===== src/rtl/sobel_window_filter.sv =====
// sobel_window_filter: 3x3 Sobel edge detector fed by the three row taps of a
// two-line buffer. Three register stages: window shift, Gx/Gy, then the
// saturated |Gx|+|Gy| magnitude with its threshold bit.
module sobel_window_filter #(
    parameter int IMG_WIDTH  = 640,
    parameter int IMG_HEIGHT = 480,
    parameter int THRESHOLD  = 100
) (
    input  logic       clk,
    input  logic       rst,
    input  logic       valid_i,
    input  logic [7:0] data0_i,
    input  logic [7:0] data1_i,
    input  logic [7:0] data2_i,
    output logic [7:0] mag_o,
    output logic       edge_o,
    output logic       valid_o,
    output logic       frame_done_o
);

    localparam int CW = $clog2(IMG_WIDTH);
    localparam int RW = $clog2(IMG_HEIGHT);
    localparam logic [CW-1:0] COL_LAST = CW'(IMG_WIDTH - 1);
    localparam logic [RW-1:0] ROW_LAST = RW'(IMG_HEIGHT - 3);
    localparam logic [7:0]    THR      = 8'(THRESHOLD);

    // Zero-extend a pixel into the signed gradient width.
    function automatic logic signed [10:0] ext(input logic [7:0] p);
        return signed'({3'b000, p});
    endfunction

    // win_q[r][c]: r=0 top row (data2), r=2 bottom row (data0); c=2 newest column
    logic [2:0][2:0][7:0]  win_q, win_d;
    logic [CW-1:0]         col_q, col_d;
    logic [RW-1:0]         row_q, row_d;
    logic                  win_valid_q, win_valid_d;
    logic                  last_q, last_d;
    logic signed [10:0]    gx_q, gx_d, gy_q, gy_d;
    logic                  valid2_q, valid2_d;
    logic                  last2_q, last2_d;
    logic [7:0]            mag_q, mag_d;
    logic                  edge_q, edge_d;
    logic                  valid3_q, valid3_d;
    logic                  fd_q, fd_d;

    logic [10:0]           abs_gx, abs_gy;
    logic [11:0]           mag_full;
    logic [7:0]            mag_sat;

    // Stage 1: shift the window and advance the column/row position on each
    // accepted pixel; the tags say whether this pixel completes a window.
    always_comb begin
        win_d       = win_q;
        col_d       = col_q;
        row_d       = row_q;
        win_valid_d = 1'b0;
        last_d      = 1'b0;
        if (valid_i) begin
            for (int r = 0; r < 3; r++) begin
                win_d[r][0] = win_q[r][1];
                win_d[r][1] = win_q[r][2];
            end
            win_d[0][2] = data2_i;
            win_d[1][2] = data1_i;
            win_d[2][2] = data0_i;
            win_valid_d = (col_q >= CW'(2));
            last_d      = (col_q == COL_LAST) && (row_q == ROW_LAST);
            if (col_q == COL_LAST) begin
                col_d = '0;
                row_d = (row_q == ROW_LAST) ? '0 : row_q + 1'b1;
            end else begin
                col_d = col_q + 1'b1;
            end
        end
    end

    // Stage 2: Sobel kernels on the window; range is +/-1020 so 11 bits suffice.
    always_comb begin
        gx_d = (ext(win_q[0][2]) + (ext(win_q[1][2]) <<< 1) + ext(win_q[2][2]))
             - (ext(win_q[0][0]) + (ext(win_q[1][0]) <<< 1) + ext(win_q[2][0]));
        gy_d = (ext(win_q[2][0]) + (ext(win_q[2][1]) <<< 1) + ext(win_q[2][2]))
             - (ext(win_q[0][0]) + (ext(win_q[0][1]) <<< 1) + ext(win_q[0][2]));
        valid2_d = win_valid_q;
        last2_d  = win_valid_q & last_q;
    end

    // Stage 3: L1 magnitude saturated to 8 bits; outputs hold between valid windows.
    always_comb begin
        abs_gx   = gx_q[10] ? unsigned'(-gx_q) : unsigned'(gx_q);
        abs_gy   = gy_q[10] ? unsigned'(-gy_q) : unsigned'(gy_q);
        mag_full = {1'b0, abs_gx} + {1'b0, abs_gy};
        mag_sat  = (|mag_full[11:8]) ? 8'hFF : mag_full[7:0];
        mag_d    = valid2_q ? mag_sat : mag_q;
        edge_d   = valid2_q ? (mag_sat > THR) : edge_q;
        valid3_d = valid2_q;
        fd_d     = valid2_q & last2_q;
    end

    // All pipeline state; reset drops any in-flight pixels and restarts at col 0, row 0.
    always_ff @(posedge clk) begin
        if (rst) begin
            win_q       <= '0;
            col_q       <= '0;
            row_q       <= '0;
            win_valid_q <= 1'b0;
            last_q      <= 1'b0;
            gx_q        <= '0;
            gy_q        <= '0;
            valid2_q    <= 1'b0;
            last2_q     <= 1'b0;
            mag_q       <= '0;
            edge_q      <= 1'b0;
            valid3_q    <= 1'b0;
            fd_q        <= 1'b0;
        end else begin
            win_q       <= win_d;
            col_q       <= col_d;
            row_q       <= row_d;
            win_valid_q <= win_valid_d;
            last_q      <= last_d;
            gx_q        <= gx_d;
            gy_q        <= gy_d;
            valid2_q    <= valid2_d;
            last2_q     <= last2_d;
            mag_q       <= mag_d;
            edge_q      <= edge_d;
            valid3_q    <= valid3_d;
            fd_q        <= fd_d;
        end
    end

    assign mag_o        = mag_q;
    assign edge_o       = edge_q;
    assign valid_o      = valid3_q;
    assign frame_done_o = fd_q;

endmodule


===== config.mk =====
export PLATFORM = sky130hd
export DESIGN_NAME = sobel_window_filter
export DESIGN_NICKNAME = d
export VERILOG_FILES = /design/src/rtl/sobel_window_filter.sv
export SDC_FILE = /design/constraint.sdc
export NUM_CORES = 1
export LEC_CHECK = 0
export ABC_CLOCK_PERIOD_IN_PS = 3460
export CORE_AREA = 2 2 149 151
export CTS_CLUSTER_SIZE = 30
export DETAILED_ROUTE_END_ITERATION = 10
export DIE_AREA = 0 0 151 153
export SKIP_LAST_GASP = 1
export SYNTH_ARGS = -nofsm -noshare
export SYNTH_HDL_FRONTEND = slang
export SYNTH_SLANG_ARGS = --single-unit

===== constraint.sdc =====
create_clock -name clk -period 3.46 [get_ports clk]
set_input_delay 0.346 -clock clk [delete_from_list [all_inputs] [get_ports clk]]
set_output_delay 0.346 -clock clk [all_outputs]
set_load 0.02 [all_outputs]

==> impl_metrics.tcl, run 1 <==
set metrics [dict create \
    r2r_slack_ns 0.10 \
    switching_share 0.350 \
    cp_max_fo 3 \
    worstHoldPathType "input pin to flop" \
    cts_root_buffer "clkbuf_16" \
    synth_area_leaders "dfxtp_1 (34%), fa_1 (17%), mux2i_1 (9.7%)" \
    finalSetupViolCount 0 \
    path_class "flop to flop" \
    pwr-share-seq 0.288 \
    clk_path_buf_depth 2 \
    place.gp.congestion 0.810 \
    cp-endpoint "edge_o" \
    hold_ws_ns 0.365 \
    grt_max_degree 82 \
    clk_transition_reported_paths_ns 0.06 \
    layout-drive-gt1-share 0.135 \
    total_power_mw 6.10 \
    powerDensity_nw_per_um2 673 \
    ys.flop_type "dfxtp_1" \
    peakVddDrop_v 0.000405 \
    finalCritPeriodShare 0.970 \
    startpoint "gx_q[3]" \
    end_kind "flop" \
    synth_enable_flop_cells 0 \
    avgRoutedWirePerCell_um 12.6 \
    drt_wl_total_mm 14.0 \
    die_w_um 151 \
    die_h_um 153 \
    area_growth_pct 21.5 \
    worst_r2r_startpoint "gx_q[3]" \
    postSynthCellCount 756 \
    ys_ff_latch 128 \
    crit_top_cell "or4_4" \
    dr.pass1.iters 4 \
    synth.avg_cell_area_um2 9.87 \
    cpPeakStageDelay_ns 0.54 \
    row_count 54 \
    grt_pass1_vias 5088 \
    drcViolationCount 0 \
    p_clk_frac 0.296 \
    maxCapViolations 0 \
    vias_per_cell 4.64 \
    ant_nets 0 \
    fmax_ghz 0.298 \
    r2r-end "edge_o" \
    path_buf_inv 0 \
    synth_nets 887 \
    drt_iter0_drc 210 \
    stdcell_area_um2 9060 \
    yosys_warnings 0 \
    p_sw_mw 2.14 \
    path_depth 9 \
    htree_num_levels 4 \
    dieArea_um2 23100 \
    dr_total_vias 5150 \
    start_util 0.347 \
    status "completed" \
    rsz0062_at_grt "yes" \
    place_area_um2 8310 \
    grt_pass1_wl_mm 23.9 \
    comb_power_share 0.416 \
    cts_tree "yes" \
    relSlewSlack 0.418 \
    slowest_stage "or4_4" \
    netlist_area_um2 7460 \
    numClockSinks 128 \
    utilization 0.422 \
    cp_data_required_time_ns 3.74 \
    synthArstFlopShare 0 \
    leakagePower_nw 3.67 \
    worstRegToRegCells 9 \
    fp.coreArea_um2 21500 \
    ys_types 56 \
    critPathTopFamily "simple AND/OR/NAND/NOR gates" \
    cts_hold_buf 0 \
    synth_top_area_share 0.344 \
    antenna_found_initial 0 \
    cp.arrival_ns 3.64 \
    overflow 0 \
    synth-seq-area-share 0.344 \
    cts_made_buffers 17 \
    cp-start-kind "flop" \
    fin_crit_ns 3.36 \
    portBuffers 37 \
    clock_skew_ns 0.00858 \
    grt_use_total 0.128 \
    synth_area_leader_cell "dfxtp_1" \
    intPower_mw 3.96 \
    antenna_cells 0 \
    io_pins 38 \
    dpl.hpwl_mm 10.3 \
    path_cells "or4_4 -> o41ai_2 -> xnor2_1 -> ha_1 -> or4_4 -> or4b_4 -> a2111o_1 -> o41ai_4 -> o22ai_2" \
    tightestPinTransition_ns 0.872 \
    clk_latency_ns 0.42 \
    slew_violations 0 \
    finalHoldViolCount 0 \
    nets 949 \
]
-- worst reg2reg max path, stage by stage (launching register included) --
cell	delay, ns
dfxtp_1	0.32
or4_4	0.54
o41ai_2	0.27
xnor2_1	0.14
ha_1	0.31
or4_4	0.53
or4b_4	0.52
a2111o_1	0.40
o41ai_4	0.08
o22ai_2	0.13
-- metrics by stage --
stage / setup WS [ns] / std cells / setup TNS (ns)
5_1_grt: -0.0519 / 1111 / -0.0882
2_1_floorplan: 0.0576 / 756 / 0
3_5_place_dp: -0.0656 / 1078 / -0.276
4_1_cts: 0.00323 / 1110 / 0
3_3_place_gp: -0.0794 / 1078 / -0.230
6_report: 0.102 / 1111 / 0
-- registers in the layout (all words and copies together) (netlist names), 8 cells and up --
register,cells
col_q,10
mag_o,8
gx_q,11
gy_q,11
win_q,72
row_q,9
-- power by group through the flow --
stage | Combinational, mW | Clock [mW] | Sequential [mW]
3_3_place_gp | 2.32 | 0 | 1.78
3_5_place_dp | 2.33 | 0 | 1.79
5_1_grt | 2.85 | 1.92 | 1.78
2_1_floorplan | 1.80 | 0 | 1.75
6_report | 2.54 | 1.80 | 1.76
4_1_cts | 2.41 | 1.85 | 1.76
-- cells by family after synthesis --
kind of cell,count (synthesis),synth area share
AND/OR/NAND/NOR,224,0.143
multiplexers,74,0.0996
adder cells (fa/ha/maj),104,0.238
AO/OA/AOI/OAI,88,0.0805
XOR/XNOR,38,0.0446
flip-flops,128,0.344
buffers and inverters,100,0.0510
-- cell usage in the layout, fill, tap and decap left out, types with 17 or more instances in the layout --
| cell | instances |
|---|---|
| fa_1 | 61 |
| clkbuf_16 | 17 |
| dfxtp_1 | 123 |
| xnor2_1 | 27 |
| nand2_1 | 19 |
| inv_1 | 71 |
| mux2i_1 | 72 |
| clkdlybuf4s50_1 | 35 |
| o21ai_0 | 19 |
| ha_1 | 37 |
| buf_4 | 35 |
| nor2_1 | 123 |
-- worst min path at each step --
stage | startpoint | endpoint | slack, ns | cells after the start
floorplan | last2_q | frame_done_o | 0.41 | 1
global placement | last_q | last2_q | 0.41 | 1
detailed placement | last_q | last2_q | 0.42 | 1
CTS | valid_i | valid2_d | 0.35 | 3
global route | valid_i | valid2_d | 0.37 | 3
finish | valid_i | valid2_d | 0.36 | 3
-- cell type report --
| cell class | instances | area, um2 |
|---|---|---|
| Tap cell | 280 | 350 |
| Inverter | 73 | 274 |
| Sequential cell | 128 | 2570 |
| Clock buffer | 19 | 443 |
| Timing Repair Buffer | 70 | 613 |
| Fill cell | 2091 | 12400 |
| Multi-Input combinational cell | 528 | 4660 |
| Clock inverter | 13 | 149 |
-- routing by layer --
metal / global-route usage / part of all wire / up-vias
met5: 0 / 0 / -
met4: 0.0334 / 0.0085 / 0
met3: 0.0340 / 0.030 / 9
met2: 0.194 / 0.44 / 53
met1: 0.181 / 0.52 / 2433
li1: - / - / 2655
-- cell usage after synthesis (3+ instances only) --
| cell type | instances |
|---|---|
| o21ai_0 | 23 |
| o21a_1 | 7 |
| o31ai_1 | 5 |
| inv_1 | 73 |
| nor2_1 | 123 |
| or3_1 | 6 |
| buf_1 | 11 |
| a21oi_1 | 16 |
| nand4_1 | 8 |
| o21bai_1 | 4 |
| nand2b_1 | 8 |
| a211oi_1 | 9 |
| nor2b_1 | 13 |
| ha_1 | 41 |
| xnor2_1 | 27 |
| xor2_1 | 11 |
| dfxtp_1 | 128 |
| mux2i_1 | 72 |
| nand3_1 | 3 |
| nand2_1 | 19 |
| nor3_1 | 16 |
| nor4b_1 | 3 |
| fa_1 | 63 |
| clkbuf_1 | 14 |
| o41ai_1 | 5 |
| or2_2 | 8 |
-- repair_timing --
item	4_1_cts	5_1_grt
resized for setup	15	23
setup endpoints to repair	8	17
buffers inserted	0	1
pin swaps	9	14
Note: power is estimated with default switching activity, not from simulation.
==> run 2, diff against run 1 <==
- RECOVER_POWER: default -> 25
==> run 2 against run 1 <==
Net effect:
- the flow now finishes with violations (capacitance limit, slew limit)
- sequential power about the same
- first-iteration DRC count decreased by 4.8%
- non-clock buffer count unchanged
- final cell count unchanged
- clock skew increased by 0.00076 ns
- via count increased by 0.12%
- setup slack improved by 0.0018 ns
- clock power about the same
- sequential share of layout area about the same
- total power about the same
- register-to-register slack about the same
- flip-flop and latch count unchanged
- critical endpoint unchanged
==> impl_metrics.tcl, run 2 (synthesis gave the netlist of run 1 again) <==
set metrics [dict create \
    status "complete, but fails checks" \
    violations "capacitance limit, slew limit" \
    nets 949 \
    drcViolationCount 0 \
    cp_max_fo 3 \
    global_route.usage.met1 0.181 \
    vias_per_cell 4.64 \
    cts_tree "yes" \
    cts_made_buffers 17 \
    place.gp.congestion 0.810 \
    grt_pass1_vias 5088 \
    finalHoldViolCount 0 \
    clk_latency_ns 0.41 \
    drt_iter0_drc 200 \
    slew_violations 27 \
    dpl.hpwl_mm 10.3 \
    finalSetupViolCount 0 \
    start_util 0.347 \
    maxCapViolations 1 \
    cp.arrival_ns 3.64 \
    die_h_um 153 \
    final_cells 1111 \
    grt-busiest-layer "met2" \
    cts_hold_buf 0 \
    ant_nets 0 \
    cp_data_required_time_ns 3.74 \
    grtUsageMet2 0.194 \
    row_count 54 \
    mostFrequentLayoutCells "nor2_1 (123), dfxtp_1 (123), mux2i_1 (72)" \
    cts_root_buffer "clkbuf_16" \
    dr.pass1.iters 4 \
    leakagePower_nw 3.67 \
    clk_transition_reported_paths_ns 0.06 \
    layout-drive-gt1-share 0.132 \
    powerDensity_nw_per_um2 673 \
    fin_crit_ns 3.36 \
    clk_path_buf_depth 2 \
    portBuffers 37 \
    largest_register_ffs 72 \
    relSlewSlack -0.205 \
    die_w_um 151 \
    numClockSinks 128 \
    largest_register "win_q" \
    place_ws_ns -0.0656 \
    peakVddDrop_v 0.000405 \
    worstHoldPathType "flop to flop" \
    placedCellCount 1078 \
    htree_num_levels 4 \
    seq_area_um2 2570 \
    place_area_um2 8310 \
    setup_ws_ns 0.104 \
    avgRoutedWirePerCell_um 12.6 \
    grt_use_total 0.128 \
    finalCritPeriodShare 0.970 \
    setup_tns_ns 0 \
    fmax_ghz 0.298 \
    multi_input_area_um2 4660 \
    drt_wl_total_mm 14.0 \
    fp.coreArea_um2 21500 \
    io_pins 38 \
    stdcell_area_um2 9050 \
    area_growth_pct 21.4 \
    dieArea_um2 23100 \
    hold_ws_ns 0.430 \
    grt_pass1_wl_mm 23.9 \
    end_kind "flop" \
    path_class "flop to flop" \
    fillerInstances 2091 \
    overflow 0 \
    tightestPinTransition_ns 1.81 \
    antenna_found_initial 0 \
    reg_top3 "win_q x72, gx_q x11, gy_q x11" \
    grt_max_degree 82 \
    use_met3 0.0340 \
    antenna_cells 0 \
    dr_total_vias 5156 \
    rsz0062_at_grt "yes" \
    cp-start-kind "flop" \
    clock_skew_ns 0.00934 \
]
## run 2: cell types whose count changed in the layout (fill, tap and decap cells not counted), sizes merged
cell,delta
buf,-3
clkbuf,+3
## run 2: area by class of cell
class / count / share of cell area
clock buffers: 19 / 0.0489
clock inverters: 13 / 0.0165
inverters: 73 / 0.0303
multi-input cells: 528 / 0.515
flip-flops and latches: 128 / 0.284
well taps: 280 / 0.0387
repair buffers: 70 / 0.0666
## run 2: worst paths after layout
check	start	endpoint	slack [ns]	cells past startpoint
worst max-delay path	gx_q[3]	edge_o	0.10	9
worst min-delay path	last2_q	frame_done_o	0.43	1
worst max register to register	gx_q[3]	edge_o	0.10	9
worst min register to register	last2_q	frame_done_o	0.43	1
## run 2: report_power, final
part	total (mW)	internal, mW	switching, mW
Clock	1.80	1.09	0.707
Combinational	2.53	1.25	1.28
Sequential	1.76	1.62	0.140
Total	6.10	3.96	2.13
## run 2: metal layers
metal  vias up  wire (um)
met2        60       6200
li1       2656          -
met4         0        123
met3         9        403
met1      2431       7230
met5         -          0
## run 2: through the flow
step                      power (mW)  utilization
after floorplan                 3.56            -
after global placement          4.11        0.387
after detailed placement        4.12        0.387
after CTS                       6.02        0.417
after global routing            6.56        0.421
final                           6.10        0.421
## run 2: critical path: stages (launching register included)
cell	delay (ns)
dfxtp_1	0.32
or4_4	0.54
o41ai_2	0.27
xnor2_1	0.14
ha_1	0.31
or4_4	0.53
or4b_4	0.52
a2111o_1	0.40
o41ai_4	0.08
o22ai_2	0.12
## run 2: repair_timing
| item | in CTS | in global routing |
|---|---|---|
| setup buffers | 0 | 1 |
| endpoints found under the hold margin | 0 | 0 |
| pin swaps | 9 | 14 |
| resized for setup | 15 | 23 |
| endpoints found under the setup margin | 8 | 17 |
==> run 3, diff against run 2 <==
- GPL_ROUTABILITY_DRIVEN: default -> 1
==> results of run 3 <==
No change in the layout: final DEF, timing and power equal those of run 2.
